===== config.mk =====
export PLATFORM = sky130hd
export DESIGN_NAME = logic_op_arbiter
export DESIGN_NICKNAME = d
export VERILOG_FILES = /design/src/rtl/logic_op_arbiter.sv
export SDC_FILE = /design/constraint.sdc
export NUM_CORES = 1
export LEC_CHECK = 0
export ABC_CLOCK_PERIOD_IN_PS = 1270
export CORE_ASPECT_RATIO = 2
export CORE_MARGIN = 2
export CORE_UTILIZATION = 30
export CTS_BUF_LIST = sky130_fd_sc_hd__clkbuf_16
export DETAILED_ROUTE_END_ITERATION = 12
export GPL_TIMING_DRIVEN = 1
export SKIP_CTS_REPAIR_TIMING = 1
export SYNTH_ARGS = -nofsm -noshare
export SYNTH_HDL_FRONTEND = slang
export SYNTH_SLANG_ARGS = --single-unit

===== constraint.sdc =====
create_clock -name clk -period 1.27 [get_ports clk]
set_input_delay 0.254 -clock clk [delete_from_list [all_inputs] [get_ports clk]]
set_output_delay 0.254 -clock clk [all_outputs]
set_load 0.05 [all_outputs]

===== src/rtl/logic_op_arbiter.sv =====
// rtl/logic_op_arbiter.sv - round-robin arbiter sharing one AND/OR unit between two requesters
// One operation in flight: accept in IDLE, compute in EXEC, hold result in RESP until taken.
module logic_op_arbiter #(
  parameter int WIDTH = 8,
  parameter int CNT_W = 16
) (
  input  logic             clk,
  input  logic             rst_n,
  input  logic             req0_valid,
  output logic             req0_ready,
  input  logic [WIDTH-1:0] req0_a,
  input  logic [WIDTH-1:0] req0_b,
  input  logic             req0_op,
  input  logic             req1_valid,
  output logic             req1_ready,
  input  logic [WIDTH-1:0] req1_a,
  input  logic [WIDTH-1:0] req1_b,
  input  logic             req1_op,
  output logic             rsp_valid,
  input  logic             rsp_ready,
  output logic [WIDTH-1:0] rsp_data,
  output logic             rsp_id,
  output logic             busy,
  output logic [CNT_W-1:0] op_count
);

  typedef enum logic [1:0] {
    IDLE = 2'd0,
    EXEC = 2'd1,
    RESP = 2'd2
  } state_t;

  state_t           state;
  state_t           state_nxt;
  logic             last_grant;
  logic             grant;
  logic             accept;
  logic [WIDTH-1:0] a_q;
  logic [WIDTH-1:0] b_q;
  logic             op_q;
  logic             id_q;

  // A sole requester wins outright; under contention the one not served last wins.
  always_comb begin
    grant = ~last_grant;
    if (req0_valid && !req1_valid) begin
      grant = 1'b0;
    end else if (!req0_valid && req1_valid) begin
      grant = 1'b1;
    end
  end

  assign req0_ready = (state == IDLE) && req0_valid && !grant;
  assign req1_ready = (state == IDLE) && req1_valid && grant;
  assign accept     = req0_ready || req1_ready;
  assign busy       = (state != IDLE);

  always_comb begin
    state_nxt = state;
    case (state)
      IDLE:    if (accept) state_nxt = EXEC;
      EXEC:    state_nxt = RESP;
      RESP:    if (rsp_ready) state_nxt = IDLE;
      default: state_nxt = IDLE;
    endcase
  end

  always_ff @(posedge clk or negedge rst_n) begin
    if (!rst_n) begin
      state <= IDLE;
    end else begin
      state <= state_nxt;
    end
  end

  // Operands are captured at accept so later requester changes cannot disturb the result.
  always_ff @(posedge clk or negedge rst_n) begin
    if (!rst_n) begin
      a_q        <= '0;
      b_q        <= '0;
      op_q       <= 1'b0;
      id_q       <= 1'b0;
      last_grant <= 1'b1;
      rsp_valid  <= 1'b0;
      rsp_data   <= '0;
      rsp_id     <= 1'b0;
      op_count   <= '0;
    end else begin
      if (state == IDLE && accept) begin
        a_q        <= grant ? req1_a : req0_a;
        b_q        <= grant ? req1_b : req0_b;
        op_q       <= grant ? req1_op : req0_op;
        id_q       <= grant;
        last_grant <= grant;
      end
      if (state == EXEC) begin
        rsp_data  <= op_q ? (a_q | b_q) : (a_q & b_q);
        rsp_id    <= id_q;
        rsp_valid <= 1'b1;
      end
      if (state == RESP && rsp_ready) begin
        rsp_valid <= 1'b0;
        op_count  <= op_count + CNT_W'(1);
      end
    end
  end

endmodule


Word level (Yosys, flattened, before mapping)
Index checks and enable logic that the tools add are counted.
Widths: inputs -> output; s select.
{"block": "totals", "register_bits": 47, "input_bits": 39, "mem_bits_ro": 0, "mem_bits_rw": 0, "word_cells": 45, "memories": 0, "latchBits": 0}
{"block": "op_classes", "n_mux": 11, "n_reduce_logical": 16, "n_div": 0, "n_eq_ne": 4, "n_mul": 0, "n_bitwise": 3, "shifts": 0, "n_lt_le_gt_ge": 0, "addsub": 1}
{"operator": "$mux 8", "count": 3}
{"operator": "$add 16x1->16 const B", "count": 1}
{"operator": "$and 8x8->8", "count": 1}
{"operator": "$logic_and 1x1->1", "count": 8}
{"operator": "$or 8x8->8", "count": 1}
{"operator": "$pmux 2 s3", "count": 1}
{"operator": "$mux 1", "count": 5}
{"operator": "$mux 2", "count": 2}
{"operator": "$ne 2x2->1 const B", "count": 2}
{"operator": "$reduce_bool 2->1", "count": 2}
{"operator": "$logic_not 1->1", "count": 3}
{"operator": "$eq 2x1->1 const B", "count": 1}
{"operator": "$eq 2x2->1 const B", "count": 1}
{"operator": "$logic_not 2->1", "count": 1}
{"operator": "$reduce_and 2->1", "count": 1}
{"operator": "$logic_or 1x1->1", "count": 1}
{"operator": "$not 1->1", "count": 1}

Logic depth before layout (Yosys ltp)
Gate-level depths: netlist of the first run.
{"block": "logic_depth", "depth_word": 9, "depth_mapped": 6}

Worst setup path before layout of the first run
OpenSTA, ideal clock, no wires.
{"block": "synth_path", "path_type": "reg2out", "from": "reg state[1]", "to": "out req1_ready", "slack_ps": -683, "arrival_time_ps": 1699, "path_buffers": 0, "path_stages_with_launch": 4, "cell_sequence": "dfrtp_1 > nor2_1 > inv_1 > nor2_1"}
{"block": "synth_via", "elab_chain_len": 3}
{"item": "from (decl)", "line": "33", "text": "state_t state;"}
{"item": "from (signal assigned)", "line": "72", "text": "state <= state_nxt;"}
{"item": "$logic_not 2->1", "line": "54", "text": "assign req1_ready = (state == IDLE) && req1_valid && grant;"}
{"item": "$logic_and 1x1->1 (2 in series)", "line": "54"}
{"item": "to (decl)", "line": "15", "text": "output logic req1_ready,"}
No other way between the ends.

Worst setup path after layout of the first run
{"block": "layout_path", "from": "reg state[0]", "to": "out req0_ready"}
{"block": "layout_via", "elab_chain_len": 3}
{"item": "$logic_not 2->1", "line": "53", "text": "assign req0_ready = (state == IDLE) && req0_valid && !grant;"}
{"item": "$logic_and 1x1->1 (2 in series)", "line": "53"}
{"item": "to (decl)", "line": "10", "text": "output logic req0_ready,"}
No other way between the ends.

==> flow_summary.ini, run 1 <==
[timing]
relSlewSlack_pct = 76.34
finalSetupTns_ns = -5.380
maxSlewViolCount = 0
fin_skew_ns = 0.004289
hold_ws_ns = 0.4031
rsz0062_at_grt = true
setup_viol = 36
hold_violations = 0
timing.fmax_mhz = 628.4
finalWorstSetupSlack_ns = -0.3213
worst_pin_slew_ns = 0.3548
fin_crit_sh_pct = 125.3
period_minus_slack_ns = 1.591

[pwr]
ir_drop_v = 0.001137
total_leakage_power_nw = 1.712
powerDensity_nw_per_um2 = 2304

[synth]
syn_avg_cell_area_sq_um = 9.622
syn_area_sq_um = 2146
synthTopCellsByArea = dfrtp_1 54%, nand2_1 9.3%, a31oi_1 5.2%
yosys-top-cells-count = 53 x nand2_1, 46 x dfrtp_1, 30 x nor2_1, 18 x a31oi_1
syn_inst = 223
synth-seq-cells = 47
synth.distinct_cells = 31
syn_nets = 263
synth.largest_area_cell = dfrtp_1
yosys_warnings = 0
synth-main-ff-cell = dfrtp_1
yosys.area.top_type_share_pct = 53.64
async_flop_share_pct = 100.0
synth_most_common_cell = nand2_1
synth_edf_count = 0
ys_seq_area_share_pct = 54.87

[critical_path]
crit_family = flip-flops
startpoint_type = register
cp_slowest_stage_delay_ns = 0.39
crit_arrival_ns = 1.34
path_max_fanout = 3
critPathRequiredTime_ns = 1.02
crit_type = reg2out
crit_slowest_cell = dfrtp_1
r2r_slack_ns = -0.18
cp-end-kind = output port
path_buf_inv = 2
crit_chain = buf_6 -> nor2_4 -> nand2_2 -> a21oi_4 -> buf_12

[floorplan]
die_w_um = 63.80
dieArea_sq_um = 7886
core_area_sq_um = 6940
num_rows = 43
die_h_um = 123.6
io_pins = 68
start_util_pct = 30.92

[clock_tree]
cts-root-buf = clkbuf_16
cts.htree.levels = 2
cts.reportedPaths.clkPinSlew_ns = 0.06
clkLatencyLatePin_ns = 0.29
cts_made_buffers = 5
cts.path.max_buffers = 2
clock_sinks = 47
cts_tree = built

[routing]
drt_iter0_markers = 54
drc = 0
wl_per_cell_um = 12.88
dr.pass1.iters = 4
wl_mm = 5.424
viasPerCell = 4.561
route.antenna.remaining_nets = 0
vias = 1920

[global_route]
grt_pass1_vias = 1943
track_usage_pct = 14.33
grt_pass1_wl_mm = 8.783
grt_max_degree = 36
antenna_found_initial = 0
grt-ovfl-total = 0

[min_path]
hold_path.class = in2async

[placement]
portBuffers = 67
hpwl_mm = 4.107
dpl-instance-area_sq_um = 3525
place_congestion = 0.8073

[final_layout]
stdcell_area_sq_um = 3867
diodes = 0
syn2layout_area_growth_pct = 80.23
fin_nets = 370
drive_above_1_share_pct = 33.84

[status]
violations = setup timing
status = finished, violations left

[job]
maxCapViolCount = 0
-- worst register-to-register path: cells and delay by family (launching register included) --
family | cells | cell delay, ns
DFF | 1 | 0.39
and+or+nand+nor | 3 | 0.68
buffers and inverters | 1 | 0.14
xor gates and xnor gates | 1 | 0.14
-- state kept, by name, indices dropped and copies added (netlist names), 2 cells and up --
| register | cells |
|---|---|
| a_q | 8 |
| state | 2 |
| b_q | 8 |
| op_count | 16 |
| rsp_data | 8 |
-- placed cells by master (no fill, tap or decap), types with 2 or more instances in the layout --
cell / instances
a21oi_1: 10
a31oi_1: 18
and3_1: 2
buf_12: 34
buf_4: 29
buf_6: 7
clkbuf_16: 6
clkdlybuf4s50_1: 37
dfrtp_1: 35
dfrtp_2: 11
inv_1: 2
nand2_1: 52
nand3_1: 3
nand3_4: 2
nand4_1: 2
nor2_1: 26
nor2_2: 2
nor2_4: 2
o21ai_0: 2
o31ai_1: 8
xnor2_1: 10
xor2_1: 4
-- cell families (layout without fill, tap and decap cells) --
group                      count (synthesis)  in the layout  synth area share, %
xor gates and xnor gates                  15             15                6.122
AOI/OAI and AO/OA                         44             44                13.00
DFF                                       47             47                54.87
adders and majority gates                  1              1               0.5830
buffers and inverters                     13            121                3.731
and+or+nand+nor                          102            102                21.17
muxes                                      1              1               0.5247
-- stage by stage --
step | worst slack, ns | util, % | power (W) | cells
4_1_cts | -0.4350 | 53.20 | 0.008614 | 410
3_3_place_gp | -0.4872 | 50.78 | 0.007003 | 402
3_5_place_dp | -0.5070 | 50.78 | 0.007100 | 402
6_report | -0.3213 | 55.72 | 0.008911 | 421
5_1_grt | -0.3863 | 55.72 | 0.009435 | 421
2_1_floorplan | -0.1853 | - | 0.004988 | 223
-- final timing paths --
kind,startpoint,end,depth (start not counted)
min in group clk,id_q,id_q,1
worst min register to register,id_q,id_q,1
worst min-delay path,rst_n,rsp_valid,2
worst max-delay path,state[0],req0_ready,5
max in group asynchronous,rst_n,op_count[9],3
worst max register to register,state[0],op_count[11],5
-- final cells by class --
class,count,area (sq um)
Clock inverter,3,42.54
Timing Repair Buffer,110,1388
Inverter,3,11.26
Multi-Input combinational cell,163,997.2
Clock buffer,5,125.1
Fill cell,603,3073
Sequential cell,47,1191
Tap cell,90,112.6
-- report_power, final --
group          switching [W]  internal (W)  total [W]
sequential          0.000599       0.00210    0.00270
clock               0.000561      0.000929    0.00149
combinational        0.00231       0.00241    0.00472
total                0.00347       0.00544    0.00891
-- routing by layer --
layer	GRT usage (%)	part of all wire (%)	vias up
met4	8.288	2.9	0
li1	-	-	970
met3	2.349	3.2	10
met2	27.41	60	55
met5	0	0	-
met1	14.15	34	885
Power figures use the tool's default switching activity.
==> run 2, diff against run 1 <==
- PLACE_DENSITY_LB_ADDON: unset -> 0.25
==> flow_summary.ini, run 2 (synthesis gave the netlist of run 1 again) <==
[status]
status = finished, violations left
violations = setup timing

[clock_tree]
cts.reportedPaths.clkPinSlew_ns = 0.06
clock_sinks = 47
cts_tree = built
cts-root-buf = clkbuf_16
cts.path.max_buffers = 2
clkLatencyLatePin_ns = 0.28
cts.htree.levels = 2
cts_made_buffers = 5

[timing]
relSlewSlack_pct = 78.17
period_minus_slack_ns = 1.614
timing.fmax_mhz = 619.7
finalWorstSetupSlack_ns = -0.3438
fin_crit_sh_pct = 127.1
hold_violations = 0
setup_viol = 33
rsz0062_at_grt = true
finalSetupTns_ns = -5.156
maxSlewViolCount = 0
worst_pin_slew_ns = 0.3250
fin_skew_ns = 0.002990

[global_route]
grt_max_degree = 39
grt_busiest_layer = met2
grt-ovfl-total = 0
met3_usage_pct = 2.349
grt_pass1_wl_mm = 8.459
gr-usage-met1_pct = 13.90
track_usage_pct = 13.77
antenna_found_initial = 0
use_met2_pct = 26.17
grt_pass1_vias = 1907

[final_layout]
mostFrequentLayoutCell = nand2_1
drive_above_1_share_pct = 33.74
largest_register_ffs = 16
stdcell_area_sq_um = 3814
regMostFlops = op_count
fin_nets = 365
syn2layout_area_growth_pct = 77.73
diodes = 0
nFillCells = 603
layout_common_cells = 52 x nand2_1, 36 x clkdlybuf4s50_1, 35 x dfrtp_1

[pwr]
power_w = 0.008573
p_clk_share_pct = 14.4
intPower_w = 0.005162
combPwrFrac_pct = 54.2
power.switching_w = 0.003411
swShare_pct = 39.79
p_seq_share_pct = 31.4
total_leakage_power_nw = 1.692
ir_drop_v = 0.001333
powerDensity_nw_per_um2 = 2248

[floorplan]
dieArea_sq_um = 7886
num_rows = 43
start_util_pct = 30.92
io_pins = 68
core_area_sq_um = 6940
die_w_um = 63.80
die_h_um = 123.6

[critical_path]
startpoint_type = register
crit_arrival_ns = 1.36
crit_type = reg2out
path_max_fanout = 4
worstReg2RegStart = state[0]
r2r_slack_ns = -0.25
rr_worst_depth = 5
critPathRequiredTime_ns = 1.02
r2r_end = op_count[13]
cp-end-kind = output port

[min_path]
min_from = rsp_ready
hold_path_end = state[1]
min_path_cells = 2
hold_path.class = in2reg

[routing]
wl_per_cell_um = 12.20
drc = 0
drt_iter0_markers = 71
route.antenna.remaining_nets = 0
viasPerCell = 4.615
wl_mm = 5.074
dr.pass1.iters = 6
vias = 1920

[placement]
preCtsSetupSlack_ns = -0.5686
place_congestion = 0.8291
portBuffers = 67
dpl-instance-area_sq_um = 3510
hpwl_mm = 3.924

[job]
maxCapViolCount = 0
## run 2: worst max-delay path, cell delays in order (launching register included)
cell and delay, ns:
dfrtp_1 0.40, buf_6 0.14, nor2_4 0.16, nand2_2 0.10
a21oi_4 0.14, buf_12 0.15
## run 2: area by class of cell
cell class / instances / area (sq um) / share of cell area, %
Clock buffer: 5 / 125.1 / 3.281
Clock inverter: 3 / 12.51 / 0.3281
Inverter: 3 / 11.26 / 0.2953
Multi-Input combinational cell: 163 / 1022 / 26.80
Sequential cell: 47 / 1191 / 31.23
Tap cell: 90 / 112.6 / 2.953
Timing Repair Buffer: 105 / 1339 / 35.10
## run 2: how the worst max path moves through the flow
stage / slack, ns / end / cells after the start / startpoint
6_report: -0.34 / req0_ready / 5 / state[0]
4_1_cts: -0.40 / req0_ready / 5 / state[0]
3_3_place_gp: -0.50 / op_count[13] / 5 / rsp_ready
3_5_place_dp: -0.57 / op_count[13] / 5 / rsp_ready
2_1_floorplan: -0.19 / op_count[6] / 5 / op_count[0]
5_1_grt: -0.42 / req0_ready / 5 / state[0]
## run 2: per-layer routing
| layer | vias up | share of wire (%) |
|---|---|---|
| met5 | - | 0 |
| met4 | 0 | 2.4 |
| met3 | 10 | 3.4 |
| met2 | 51 | 59 |
| met1 | 897 | 35 |
| li1 | 962 | - |
## run 2: power by group through the flow
stage / registers, W / clock network (W) / logic, W
final: 0.00269 / 0.00123 / 0.00465
after global routing: 0.00279 / 0.00132 / 0.00500
after CTS: 0.00269 / 0.00129 / 0.00435
after detailed placement: 0.00272 / 0 / 0.00435
after global placement: 0.00268 / 0 / 0.00429
after floorplan: 0.00333 / 0 / 0.00166
## run 2: per-stage QoR
| step | hold slack, ns | std cells | util [%] |
|---|---|---|---|
| finish | 0.3503 | 416 | 54.95 |
| global route | 0.3767 | 416 | 54.95 |
| CTS | -0.1672 | 408 | 52.55 |
| detailed placement | 0.1405 | 400 | 50.57 |
| global placement | 0.1345 | 400 | 50.57 |
| floorplan | -0.04159 | 223 | - |
==> run 3, diff against run 2 <==
- TNS_END_PERCENT: unset -> 10
==> flow_summary.ini, run 3 (synthesis gave the netlist of run 1 again) <==
[final_layout]
nFillCells = 606
layout_common_cells = 52 x nand2_1, 36 x clkdlybuf4s50_1, 34 x dfrtp_1
diodes = 0
syn2layout_area_growth_pct = 76.33
multiInputGateArea_sq_um = 984.7
regMostFlops = op_count
mostFrequentLayoutCell = nand2_1
largest_register_ffs = 16
drive_above_1_share_pct = 34.04
fin_nets = 368
final_util_pct = 54.52
register_area_sq_um = 1192

[routing]
route.antenna.remaining_nets = 0
viasPerCell = 4.611
dr.pass1.iters = 4
vias = 1932
drt_iter0_markers = 43
wl_per_cell_um = 12.46
wl_mm = 5.221
drc = 0

[global_route]
grt-ovfl-total = 0
grt_max_degree = 36
antenna_found_initial = 0
grt_pass1_vias = 1941
grt_pass1_wl_mm = 8.597
track_usage_pct = 13.98

[pwr]
intPower_w = 0.005184
total_leakage_power_nw = 1.670
power.switching_w = 0.003462
powerDensity_nw_per_um2 = 2285
p_clk_share_pct = 14.8
power_w = 0.008647
p_seq_share_pct = 31.2
ir_drop_v = 0.0008998
combPwrFrac_pct = 54.0
swShare_pct = 40.04

[floorplan]
core_area_sq_um = 6940
die_w_um = 63.80
io_pins = 68
num_rows = 43
dieArea_sq_um = 7886
start_util_pct = 30.92
die_h_um = 123.6

[timing]
fin_skew_ns = 0.003887
timing.fmax_mhz = 646.3
period_minus_slack_ns = 1.547
setup_viol = 34
maxSlewViolCount = 0
hold_violations = 0
relSlewSlack_pct = 75.32
fin_crit_sh_pct = 121.8
rsz0062_at_grt = true
worst_pin_slew_ns = 0.3675
finalWorstSetupSlack_ns = -0.2772

[clock_tree]
clock_sinks = 47
cts_tree = built
clkLatencyLatePin_ns = 0.28
cts.htree.levels = 2
cts-root-buf = clkbuf_16
cts_made_buffers = 5
cts.path.max_buffers = 2
cts.reportedPaths.clkPinSlew_ns = 0.06

[placement]
hpwl_mm = 4.153
place_congestion = 0.7886
portBuffers = 67
preCtsSetupSlack_ns = -0.5540

[job]
maxCapViolCount = 0

[critical_path]
path_buf_inv = 3
startpoint_type = register
crit_type = reg2out
crit_slowest_cell = dfrtp_2
cp_slowest_stage_delay_ns = 0.44
cp-end-kind = output port
crit_chain = nor2_4 -> buf_6 -> inv_4 -> nor2_4 -> buf_12
crit_arrival_ns = 1.29
critPathRequiredTime_ns = 1.02
path_max_fanout = 4
crit_family = flip-flops
crit_path_frequent_cell = nor2_4

[status]
status = finished, violations left
violations = setup timing

[min_path]
hold_path.class = in2async
-- run 3: cell types whose count changed in the layout (fill, tap and decap cells not counted), sizes merged --
cell    previous run  this run
clkinv             1         2
inv                5         4
buf               67        70
-- run 3: final cells by class --
type / count / share of cell area (%)
clock buffers: 5 / 3.307
clock inverters: 3 / 0.4960
inverters: 3 / 0.3638
multi-input cells: 163 / 26.03
flip-flops and latches: 47 / 31.51
well taps: 90 / 2.976
repair buffers: 108 / 35.32
-- run 3: layer usage --
metal / global-route usage, % / share of wire, % / vias to the layer above
li1: - / - / 962
met1: 14.07 / 36 / 913
met2: 27.54 / 60 / 49
met3: 1.716 / 2.3 / 8
met4: 6.658 / 2.4 / 0
met5: 0 / 0 / -
-- run 3: power by group through the flow --
stage	Combinational [W]	Clock (W)	Sequential (W)
2_1_floorplan	0.00163	0	0.00331
3_3_place_gp	0.00422	0	0.00269
3_5_place_dp	0.00429	0	0.00272
4_1_cts	0.00431	0.00131	0.00270
5_1_grt	0.00498	0.00136	0.00280
6_report	0.00467	0.00128	0.00270
-- run 3: per-stage QoR --
step                hold slack, ns  TNS [ns]  instances  instance area (sq um)
floorplan                 -0.04159    -3.343        223                   2207
global placement            0.1071    -11.47        404                   3500
detailed placement          0.1076    -12.87        404                   3500
CTS                        -0.2028    -7.245        412                   3643
global route                0.3580    -6.012        419                   3784
finish                      0.3424    -3.703        419                   3784
-- run 3: final timing paths --
path                       depth (start not counted)  slack [ns]  startpoint      endpoint
min reg2reg                                        1        0.48        id_q          id_q
max reg2reg                                        5       -0.18    state[1]  op_count[15]
max                                                5       -0.28    state[0]    req1_ready
max in group asynchronous                          3        0.49       rst_n   op_count[9]
min                                                2        0.34       rst_n     rsp_valid
min in group clk                                   2        0.37   rsp_ready      state[1]
-- run 3: worst reg2reg max path, cell delays in order (launching register included) --
cell      delay, ns
dfrtp_2        0.40
buf_4          0.15
nand3b_4       0.09
nor4_4         0.40
nand3_1        0.15
xnor2_1        0.14
